<file path="src/rtl/music_pkg.sv">
// rtl/music_pkg.sv - shared widths, ROM word layout and player state encoding
package music_pkg;

  localparam int TRACK_W = 6;
  localparam int DUR_W   = 6;
  localparam int WORD_W  = TRACK_W + DUR_W;

  localparam logic [TRACK_W-1:0] TRACK_REST = 6'd0;
  localparam int                 TRACK_MAX  = 36;

  // ROM word: [11:6] track code, [5:0] duration in ticks (0 = end of song)
  localparam int TRACK_MSB = 11;
  localparam int TRACK_LSB = 6;
  localparam int DUR_MSB   = 5;
  localparam int DUR_LSB   = 0;

  typedef enum logic [2:0] {
    ST_IDLE = 3'd0,
    ST_REQ  = 3'd1,
    ST_LOAD = 3'd2,
    ST_PLAY = 3'd3,
    ST_DONE = 3'd4
  } player_state_t;

  // Codes above the highest lamp/tone are played as a rest
  function automatic logic [TRACK_W-1:0] legal_track(input logic [TRACK_W-1:0] code,
                                                     input logic [TRACK_W-1:0] max_code);
    return (code > max_code) ? TRACK_REST : code;
  endfunction

endpackage

</file>
<file path="src/rtl/tempo_tick.sv">
// rtl/tempo_tick.sv - enabled prescaler emitting one tick per TICK_DIV enabled cycles
module tempo_tick #(
  parameter int TICK_DIV = 6_250_000
) (
  input  logic clk,
  input  logic rst_n,
  input  logic en,
  input  logic clr,
  output logic tick
);

  localparam int                CNT_W = (TICK_DIV > 1) ? $clog2(TICK_DIV) : 1;
  localparam logic [CNT_W-1:0]  LAST  = CNT_W'(TICK_DIV - 1);

  logic [CNT_W-1:0] cnt;

  // The wrap cycle itself is the tick, so a frozen (disabled) counter never ticks
  assign tick = en && (cnt == LAST);

  // Count enabled cycles; clear wins so a fresh note always starts a full tick
  always_ff @(posedge clk or negedge rst_n) begin
    if (!rst_n) begin
      cnt <= '0;
    end else if (clr) begin
      cnt <= '0;
    end else if (en) begin
      cnt <= tick ? '0 : cnt + 1'b1;
    end
  end

endmodule

</file>
<file path="src/rtl/music_track_player.sv">
// rtl/music_track_player.sv - walks the song ROM and holds each note's track code for its duration
module music_track_player #(
  parameter int TICK_DIV  = 6_250_000,
  parameter int ADDR_W    = 8,
  parameter int TRACK_MAX = music_pkg::TRACK_MAX
) (
  input  logic              clk,
  input  logic              rst_n,
  input  logic              start,
  input  logic              stop,
  input  logic              pause,
  output logic [ADDR_W-1:0] rom_addr,
  input  logic [11:0]       rom_data,
  output logic [5:0]        track,
  output logic              playing,
  output logic              song_done
);

  import music_pkg::*;

  localparam logic [TRACK_W-1:0] MAX_CODE = TRACK_MAX[TRACK_W-1:0];

  player_state_t      state;
  player_state_t      state_nx;
  logic [TRACK_W-1:0] note;
  logic [DUR_W-1:0]   remaining;
  logic [TRACK_W-1:0] rom_track;
  logic [DUR_W-1:0]   rom_dur;
  logic               tick;
  logic               tick_en;
  logic               tick_clr;
  logic               note_end;
  logic               last_addr;

  assign rom_track = rom_data[TRACK_MSB:TRACK_LSB];
  assign rom_dur   = rom_data[DUR_MSB:DUR_LSB];
  assign tick_en   = (state == ST_PLAY) && !pause;
  assign tick_clr  = stop || start || (state == ST_LOAD);
  assign note_end  = tick && (remaining == DUR_W'(1));
  assign last_addr = &rom_addr;

  tempo_tick #(
    .TICK_DIV(TICK_DIV)
  ) u_tempo_tick (
    .clk  (clk),
    .rst_n(rst_n),
    .en   (tick_en),
    .clr  (tick_clr),
    .tick (tick)
  );

  // Next-state: stop beats start beats normal sequencing
  always_comb begin
    state_nx = state;
    if (stop) begin
      state_nx = ST_IDLE;
    end else if (start) begin
      state_nx = ST_REQ;
    end else begin
      case (state)
        ST_IDLE: state_nx = ST_IDLE;
        ST_REQ:  state_nx = ST_LOAD;
        ST_LOAD: state_nx = (rom_dur == '0) ? ST_DONE : ST_PLAY;
        ST_PLAY: if (note_end) state_nx = last_addr ? ST_DONE : ST_REQ;
        ST_DONE: state_nx = ST_IDLE;
        default: state_nx = ST_IDLE;
      endcase
    end
  end

  // State plus status flags registered from the next state so they line up with it
  always_ff @(posedge clk or negedge rst_n) begin
    if (!rst_n) begin
      state     <= ST_IDLE;
      playing   <= 1'b0;
      song_done <= 1'b0;
    end else begin
      state     <= state_nx;
      playing   <= (state_nx == ST_PLAY);
      song_done <= (state_nx == ST_DONE);
    end
  end

  // Address, note and duration bookkeeping; track holds through REQ/LOAD to avoid a rest glitch
  always_ff @(posedge clk or negedge rst_n) begin
    if (!rst_n) begin
      rom_addr  <= '0;
      track     <= TRACK_REST;
      note      <= TRACK_REST;
      remaining <= '0;
    end else if (stop) begin
      rom_addr <= '0;
      track    <= TRACK_REST;
    end else if (start) begin
      rom_addr <= '0;
    end else begin
      case (state)
        ST_IDLE: track <= TRACK_REST;
        ST_LOAD: begin
          if (rom_dur != '0) begin
            note      <= legal_track(rom_track, MAX_CODE);
            track     <= legal_track(rom_track, MAX_CODE);
            remaining <= rom_dur;
          end
        end
        ST_PLAY: begin
          track <= pause ? TRACK_REST : note;
          if (tick) begin
            remaining <= remaining - 1'b1;
            if (remaining == DUR_W'(1) && !last_addr) begin
              rom_addr <= rom_addr + 1'b1;
            end
          end
        end
        ST_DONE: begin
          track    <= TRACK_REST;
          rom_addr <= '0;
        end
        default: ;
      endcase
    end
  end

endmodule

</file>
<file path="config.mk">
export PLATFORM = sky130hd
export DESIGN_NAME = music_track_player
export DESIGN_NICKNAME = d
export VERILOG_FILES = /design/src/rtl/music_pkg.sv /design/src/rtl/tempo_tick.sv /design/src/rtl/music_track_player.sv
export SDC_FILE = /design/constraint.sdc
export NUM_CORES = 1
export LEC_CHECK = 0
export BUFFER_PORTS_ARGS = -buffer_cell sky130_fd_sc_hd__buf_4
export CORE_ASPECT_RATIO = 0.6
export CORE_MARGIN = 1.5
export CORE_UTILIZATION = 63
export DETAILED_ROUTE_END_ITERATION = 6
export PLACE_DENSITY = 0.85
export SETUP_SLACK_MARGIN = 0.1
export SLEW_MARGIN = 40
export SYNTH_ARGS = -nofsm -noshare
export SYNTH_HDL_FRONTEND = slang
export SYNTH_HIERARCHICAL = 1
export SYNTH_SLANG_ARGS = --single-unit
</file>
<file path="constraint.sdc">
create_clock -name clk -period 5 [get_ports clk]
set_input_delay 0.5 -clock clk [delete_from_list [all_inputs] [get_ports clk]]
set_output_delay 0.5 -clock clk [all_outputs]
set_load 0.03 [all_outputs]
</file>
# After elaboration in Yosys (flattened, before gate mapping)
# Index checks and enable logic that the tools add are counted.
# classes
n_eq_ne,14
add_sub_neg,3
muxes,23
reduce_logical,21
n_bitwise,2
n_lt_le_gt_ge,1
# ops
op,n
two-way mux 23 bit,3
two-way mux 6 bit,7
two-way mux 8 bit,4
"adder 23 x 1 -> 23 bit, second input constant",1
"equality test 23 bit, second input constant",1
one-hot mux 6 bit (3 select lines),1
one-hot mux 8 bit (2 select lines),1
two-way mux 3 bit,5
one-hot mux 6 bit (2 select lines),1
"equality test 3 x 2 -> 1 bit, second input constant",3
one-hot mux 3 bit (3 select lines),1
"adder 8 x 1 -> 8 bit, second input constant",1
AND reduction 8 bit,1
nonzero test 4 bit,2
"equality test 3 bit, second input constant",2
"equality test 6 x 1 -> 1 bit, second input constant",1
"greater-than comparator 6 bit, second input constant",1
logical NOT 6 bit,1
AND reduction 3 bit,2
nonzero test 6 bit,1
"subtractor 6 x 1 -> 6 bit, second input constant",1
AND reduction 5 bit,1
logical AND 1 bit,4
"!= test 2 x 1 -> 1 bit, second input constant",2
other kinds (12),16
# totals
regBits,54
word_cells,72

# Logic depth before layout (Yosys ltp)
# Gate-level depths: netlist of the first run.
# logic_depth
word_depth,9
mapped_depth,10

# Modules after synthesis
# The synthesis of the first run kept the hierarchy.
# modules_own_cells
mod,seq_area_each_um2,cells_per_inst,instances,area_each_um2
music_track_player,775.7,190,1,1715.4
tempo_tick,575.6,164,1,1462.7

# Worst setup path before layout of the first run
# Ideal clock, no wire load.
# synth_path
path_type,reg2reg
start,reg state[2]
end,reg rom_addr[5]
synth_period_minus_slack_ps,2745
setup_ps,124
stages_incl_launch_ff,11
path_slack_ps,2255
t_arrival_ps,2622
t_required_ps,4876
path_cell_list,dfrtp_1 -> nand3b_1 -> nor2_1 -> clkbuf_1 -> nand2_1 -> nor4_1 -> and4bb_2 -> nand3_4 -> a211oi_2 -> nand3_1 -> mux2i_1
# synth_via
elab_chain_len,5
elab_cells_between_ends,11
classes_between,eq/ne (4); mux (3); reduce/logical (4)
# synth_rtl
item,line_no,rtl
from (decl),music_track_player.sv:23,player_state_t state;
from (signal assigned),music_track_player.sv:78,state <= state_nx;
equality test 3 x 2 -> 1 bit,music_track_player.sv:37,assign tick_en = (state == ST_PLAY) && !pause;
logical AND 1 bit,music_track_player.sv:37,
named net tick_en,music_track_player.sv:30,logic tick_en;
logical AND 1 bit,tempo_tick.sv:18,assign tick = en && (cnt == LAST);
named net tick,music_track_player.sv:29,logic tick;
!= test 4 bit (no source line),n/a,
AND reduction 3 bit (no source line),n/a,
to (signal assigned),music_track_player.sv:111,rom_addr <= rom_addr + 1'b1;
to (decl),music_track_player.sv:12,"output logic [ADDR_W-1:0] rom_addr,"
# The timed path passes the listed nets, and every way through them passes these cells.
# A chain may end at the register's enable or synchronous reset.

# Final worst setup path of the first run
# layout_path
start,reg state[0]
end,reg rom_addr[5]
# The elaborated chain is that of the path after synthesis.

==> results.txt, run 1 <==
Most frequent cells in the layout: dfrtp_1, nor2_1, buf_4
Layout area overhead: 9.57%
Hold crit path type: input port to asynchronous set/reset pin
Avg Vias per Cell: 6.48
GP Congestion: 0.961
Root Driver: clkbuf_8
Max clock buf depth: 2
PwrDens: 246 nW/um^2
Largest net degree at the start of global routing: 55
Ys Warns: 6
Seq/Total Area, Yosys: 42.5%
PortBufs: 32
Max Cap Viol: 0
Final setup violation count: 0
Max Fclk: 0.294 GHz
Final Max Tran Viols: 0
Total gr overflow: 0
Max FO, Critical Path: 13
DRT Pass-1 Iters: 5
Pleak: 1.43 nW
Number of remaining DRC errors: 0
Compound-cell area share of the yosys netlist: 17.0%
Core ar.: 4710 um^2
Worst Path Arrival: 3.61 ns
Row count: 19
Clk_lat worst skew: 0.31 ns
Via count: 2840
Max VDD drop: 0.000163 V
Fin nets: 395
Number of global-route vias before repair: 2418
Slew @ Worst Pin: 0.738 ns
Avg WL per Cell: 17.3 um
Ant diodes: 0
Xor-xnor portion of the synthesized cell area: 4.69%
Post-CTS Setup Bufs: 0
Critical path class: flip-flop to flip-flop
Crit start category: flip-flop
Hold slack: 0.218 ns
# hold bufs at CTS: 0
RSZ-0062 raised after global routing: false
Met3 WL post-DR: 767 um
CTS HTree Levels: 2
Count of final hold-check violations: 0
Worst Setup End Kind: flip-flop
First-pass GRT wire length: 12.2 mm
Post-route setup TNS: 0 ns
Met2 WL: 3.05 mm
Final WL: 7.57 mm
Post-Syn Nets: 375
Fin area: 3480 um^2
Critical Path RT: 5.21 ns
Largest family of logic cells by synthesized area: simple AND/OR/NAND/NOR gates
Placed cell areas: 3380 um^2
M1 wire length: 3.70 mm
IO Pins: 33
Post-synthesis mux area share: 1.26%
Reg clk slew, reported paths: 0.10 ns
Asr flop ratio synth: 100%
Yosys reg bits: 54
Routed Antenna Nets: 0
Simple-gate area share of the yosys netlist: 27.8%
Top routing layer used: met4
Post-cts gate resize count: 0
CTS sink count: 54
Layout cell share with drive strength beyond 1: 14.4%
Max-Slew Margin vs Limit: 50.7%
Worst clock skew: 0.00990 ns
Starting Density: 67.5%
Fin crit period: 3.40 ns
Most common cell after layout, fill and taps aside: dfrtp_1
First DRT Iteration DRCs: 373
Antenna violations before repair: 0
Mapped Cells: 354
Mean post-synth cell area: 8.98 um^2
Die Wd: 94.7 um
Cell variety after synth: 55
CTS tree: built
Ys flop type: dfrtp_1
Hpwl dp: 5.56 mm
Mapped Area: 3180 um^2
EDFF count, synth: 0
Post-Synth Adder-Cell Area: 1.57%
Total CTS buffers: 5
Total track usage: 29.4%
Fin crit share: 68.0%
DIE AREA: 5490 um^2
Die Y-Extent: 58.0 um
Outcome: completed
-- routing by layer --
layer	up-vias	track usage (%)
met3	7	8.66
met4	0	6.61
met1	1348	48.4
met2	141	37.0
li1	1344	-
met5	-	0
-- final cells by class --
cell class | count | area (um^2)
Clock buffer | 6 | 82.6
Clock inverter | 2 | 17.5
Fill cell | 364 | 1220
Inverter | 11 | 41.3
Multi-Input combinational cell | 269 | 1660
Sequential cell | 54 | 1350
Tap cell | 63 | 78.8
Timing Repair Buffer | 33 | 248
-- report_power, final --
part	internal, mW	switching [mW]	leakage (nW)
Sequential	0.460	0.0204	0.733
Combinational	0.0376	0.0725	0.648
Clock	0.114	0.150	0.0514
Total	0.612	0.243	1.43
-- cell families (layout without fill, tap and decap cells) --
family	Yosys count	in the layout
AND/OR/NAND/NOR	164	164
AO/OA/AOI/OAI	80	80
flip-flops	54	54
buffers and inverters	31	52
XOR/XNOR	17	17
adder cells (fa/ha/maj)	4	4
multiplexers	4	4
-- sequential cells by signal (all words and copies together) (netlist names) --
| register | cells |
|---|---|
| u_tempo_tick/cnt | 23 |
| rom_addr | 8 |
| note | 6 |
| remaining | 6 |
| track | 6 |
| state | 3 |
| playing | 1 |
| song_done | 1 |
-- synthesized netlist by cell type (3+ instances only) --
cell	instances	area, um^2
and3_1	3	18.8
and4_1	3	26.3
o21ai_0	21	105
a22oi_1	6	45.0
or3_1	3	18.8
buf_6	4	45.0
nand3_1	28	140
nor2_1	46	173
inv_1	11	41.3
a211oi_1	10	75.1
a21oi_1	18	90.1
dfrtp_1	54	1350
or4_1	7	52.6
o211ai_1	3	22.5
buf_2	5	25.0
nor4_1	6	37.5
mux2i_1	4	40.0
nand4_1	12	75.1
o2111ai_1	5	43.8
xor2_1	8	70.1
nor3_1	4	20.0
xnor2_1	9	78.8
clkbuf_1	8	30.0
ha_1	4	50.1
nand2_1	29	109
nand2b_1	5	31.3
-- critical path, stage by stage (launching register included) --
cell,delay [ns]
dfrtp_1,0.54
nand3b_1,0.47
nor2_1,0.54
buf_4,0.27
nand2_1,0.07
nor4_1,0.27
and4bb_2,0.36
nand3_4,0.11
a211oi_2,0.38
nand3_1,0.15
mux2i_1,0.13
-- worst paths after layout --
check | from | end | slack (ns) | cells past startpoint
max in group asynchronous | rst_n | u_tempo_tick/cnt[1]$_DFFE_PN0P_ | 4.34 | 1
hold / removal | rst_n | remaining[0]$_DFFE_PN0P_ | 0.22 | 1
min in group clk | stop | track[3]$_DFFE_PN0P_ | 0.40 | 2
setup reg to reg | state[0]$_DFF_PN0_ | rom_addr[5]$_DFFE_PN0P_ | 1.60 | 10
hold reg to reg | note[0]$_DFFE_PN0P_ | note[0]$_DFFE_PN0P_ | 0.50 | 2
setup / recovery | state[0]$_DFF_PN0_ | rom_addr[5]$_DFFE_PN0P_ | 1.60 | 10
-- through the flow --
step | total power [mW] | std cells | setup slack, ns | utilization (%)
5_1_grt | 0.892 | 438 | 1.27 | 74.0
3_5_place_dp | 0.597 | 430 | 1.67 | 71.9
6_report | 0.855 | 438 | 1.60 | 74.0
3_3_place_gp | 0.592 | 430 | 1.83 | 71.9
4_1_cts | 0.859 | 438 | 1.66 | 74.0
2_1_floorplan | 0.552 | 354 | 2.25 | -
No activity file was read; power rests on OpenSTA's default activity.
==> inputs of run 2 (changes only) <==
--- a/config.mk
+++ b/config.mk
@@ -8,9 +8,9 @@
 export BUFFER_PORTS_ARGS = -buffer_cell sky130_fd_sc_hd__buf_4
 export CORE_ASPECT_RATIO = 0.6
 export CORE_MARGIN = 1.5
-export CORE_UTILIZATION = 63
+export CORE_UTILIZATION = 53
 export DETAILED_ROUTE_END_ITERATION = 6
-export PLACE_DENSITY = 0.85
+export PLACE_DENSITY = 0.76
 export SETUP_SLACK_MARGIN = 0.1
 export SLEW_MARGIN = 40
 export SYNTH_ARGS = -nofsm -noshare
==> constraint.sdc (replaced) <==
create_clock -name clk -period 2.85 [get_ports clk]
set_input_delay 0.285 -clock clk [delete_from_list [all_inputs] [get_ports clk]]
set_output_delay 0.285 -clock clk [all_outputs]
set_load 0.03 [all_outputs]
==> results.txt, run 2 (same netlist as run 1, synthesis figures left out) <==
Outcome: completed
Critical Path RT: 3.05 ns
Fill cells: 486
Number of remaining DRC errors: 0
Met2 Track Usage GR: 33.3%
Slew @ Worst Pin: 0.698 ns
Total gr overflow: 0
Largest net degree at the start of global routing: 55
Number of global-route vias before repair: 2512
DIE AREA: 6490 um^2
Reg clk slew, reported paths: 0.11 ns
M3 GR Usage: 6.49%
Met1 GRT Util: 41.5%
Worst Setup End Kind: flip-flop
Final Max Tran Viols: 0
Final WL: 7.49 mm
First DRT Iteration DRCs: 309
Crit start category: flip-flop
Top delay family on crit path: simple AND/OR/NAND/NOR gates
Max-Slew Margin vs Limit: 53.4%
Antenna violations before repair: 0
Reg-to-reg slack, setup: 0.25 ns
Total track usage: 25.4%
Core ar.: 5680 um^2
Slowest CP cell: dfrtp_1
PortBufs: 32
Largest register FFs: 23
Placed cell areas: 3440 um^2
Most common cell after layout, fill and taps aside: dfrtp_1
Fin crit share: 91.2%
Ant diodes: 0
Starting Density: 56.0%
Critical path class: flip-flop to flip-flop
Global route hottest layer: met1
Max VDD drop: 0.000188 V
Final setup violation count: 0
Avg WL per Cell: 16.3 um
Layout area overhead: 11.6%
Root Driver: clkbuf_8
Hold crit path type: input port to asynchronous set/reset pin
Row count: 21
Pleak: 1.45 nW
Max FO, Critical Path: 7
Layout cell share with drive strength beyond 1: 15.5%
Avg Vias per Cell: 6.07
Post-cts gate resize count: 0
Total CTS buffers: 5
GP Congestion: 0.910
Biggest regs: u_tempo_tick/cnt x23, rom_addr x8
Worst clock skew: 0.0102 ns
Via count: 2793
Fin area: 3550 um^2
Clk_lat worst skew: 0.31 ns
# hold bufs at CTS: 0
Die Y-Extent: 63.0 um
Worst Path Arrival: 2.80 ns
CTS tree: built
Buf/Inv on CP: 0
Max Fclk: 0.385 GHz
RSZ-0062 raised after global routing: false
Register with the most flip-flops: u_tempo_tick/cnt
First-pass GRT wire length: 12.7 mm
Crit path cell chain: nand3b_1 > nor2_1 > nand2_1 > nor4_1 > and4bb_2 > nand3_4 > a211oi_4 > nand3_1 > mux2i_1
Crit path largest cell delay: 0.45 ns
Fin nets: 400
Hpwl dp: 5.46 mm
Most frequent cells in the layout: dfrtp_1, nor2_1, buf_4
Die Wd: 103 um
Post-CTS Setup Bufs: 0
Max Cap Viol: 0
DRT Pass-1 Iters: 4
CTS HTree Levels: 2
IO Pins: 33
Count of final hold-check violations: 0
CTS sink count: 54
Post-route setup TNS: 0 ns
Fin crit period: 2.60 ns
Routed Antenna Nets: 0
Max clock buf depth: 2
PwrDens: 422 nW/um^2
## run 2: cell count changes in the layout (fill, tap and decap cells not counted)
cell,delta
buf_4,+5
clkinv_4,-2
a211oi_2,-1
a211oi_4,+1
clkinvlp_4,+1
inv_6,+1
## run 2: through the flow
| step | utilization, % | total power [mW] | hold slack (ns) | setup WS (ns) | instances |
|---|---|---|---|---|---|
| floorplan | - | 0.969 | -0.0106 | 0.105 | 354 |
| global placement | 60.6 | 1.04 | 0.378 | 0.328 | 452 |
| detailed placement | 60.6 | 1.04 | 0.382 | 0.234 | 452 |
| CTS | 62.4 | 1.51 | 0.0352 | 0.209 | 460 |
| global route | 62.5 | 1.58 | 0.0638 | 0.113 | 460 |
| finish | 62.5 | 1.50 | 0.0197 | 0.249 | 460 |
## run 2: final cells by class
type / instances / area (um^2) / share of cell area (%)
clock buffer: 6 / 82.6 / 2.33
clock inverter: 2 / 16.3 / 0.459
inverter: 11 / 41.3 / 1.16
multi-input combinational: 269 / 1670 / 47.1
sequential: 54 / 1350 / 38.1
tap: 80 / 100 / 2.82
timing repair buffer: 38 / 285 / 8.04
## run 2: layer usage
layer / wire, um / part of all wire, % / vias to the layer above
met1: 3900 / 52 / 1304
li1: - / - / 1351
met5: 0 / 0 / -
met2: 2850 / 38 / 131
met3: 694 / 9.3 / 7
met4: 46 / 0.61 / 0
## run 2: where the power goes
group | internal (mW) | leakage [nW] | total (mW) | switching, mW
registers | 0.807 | 0.733 | 0.839 | 0.0312
logic | 0.0681 | 0.671 | 0.193 | 0.125
clock network | 0.201 | 0.0478 | 0.466 | 0.265
## run 2: final timing paths
path / startpoint / endpoint / cells past startpoint
hold reg to reg: note[5]$_DFFE_PN0P_ / note[5]$_DFFE_PN0P_ / 2
hold / removal: rst_n / u_tempo_tick/cnt[6]$_DFFE_PN0P_ / 1
min in group clk: stop / track[5]$_DFFE_PN0P_ / 2
setup / recovery: state[2]$_DFF_PN0_ / rom_addr[5]$_DFFE_PN0P_ / 9
setup reg to reg: state[2]$_DFF_PN0_ / rom_addr[5]$_DFFE_PN0P_ / 9
max in group asynchronous: rst_n / remaining[0]$_DFFE_PN0P_ / 1
## run 2: worst register-to-register path, cell delays in order (launching register included)
cell and delay (ns):
dfrtp_1 0.45, nand3b_1 0.21, nor2_1 0.21, nand2_1 0.09, nor4_1 0.38, and4bb_2 0.38
nand3_4 0.12, a211oi_4 0.38, nand3_1 0.14, mux2i_1 0.13
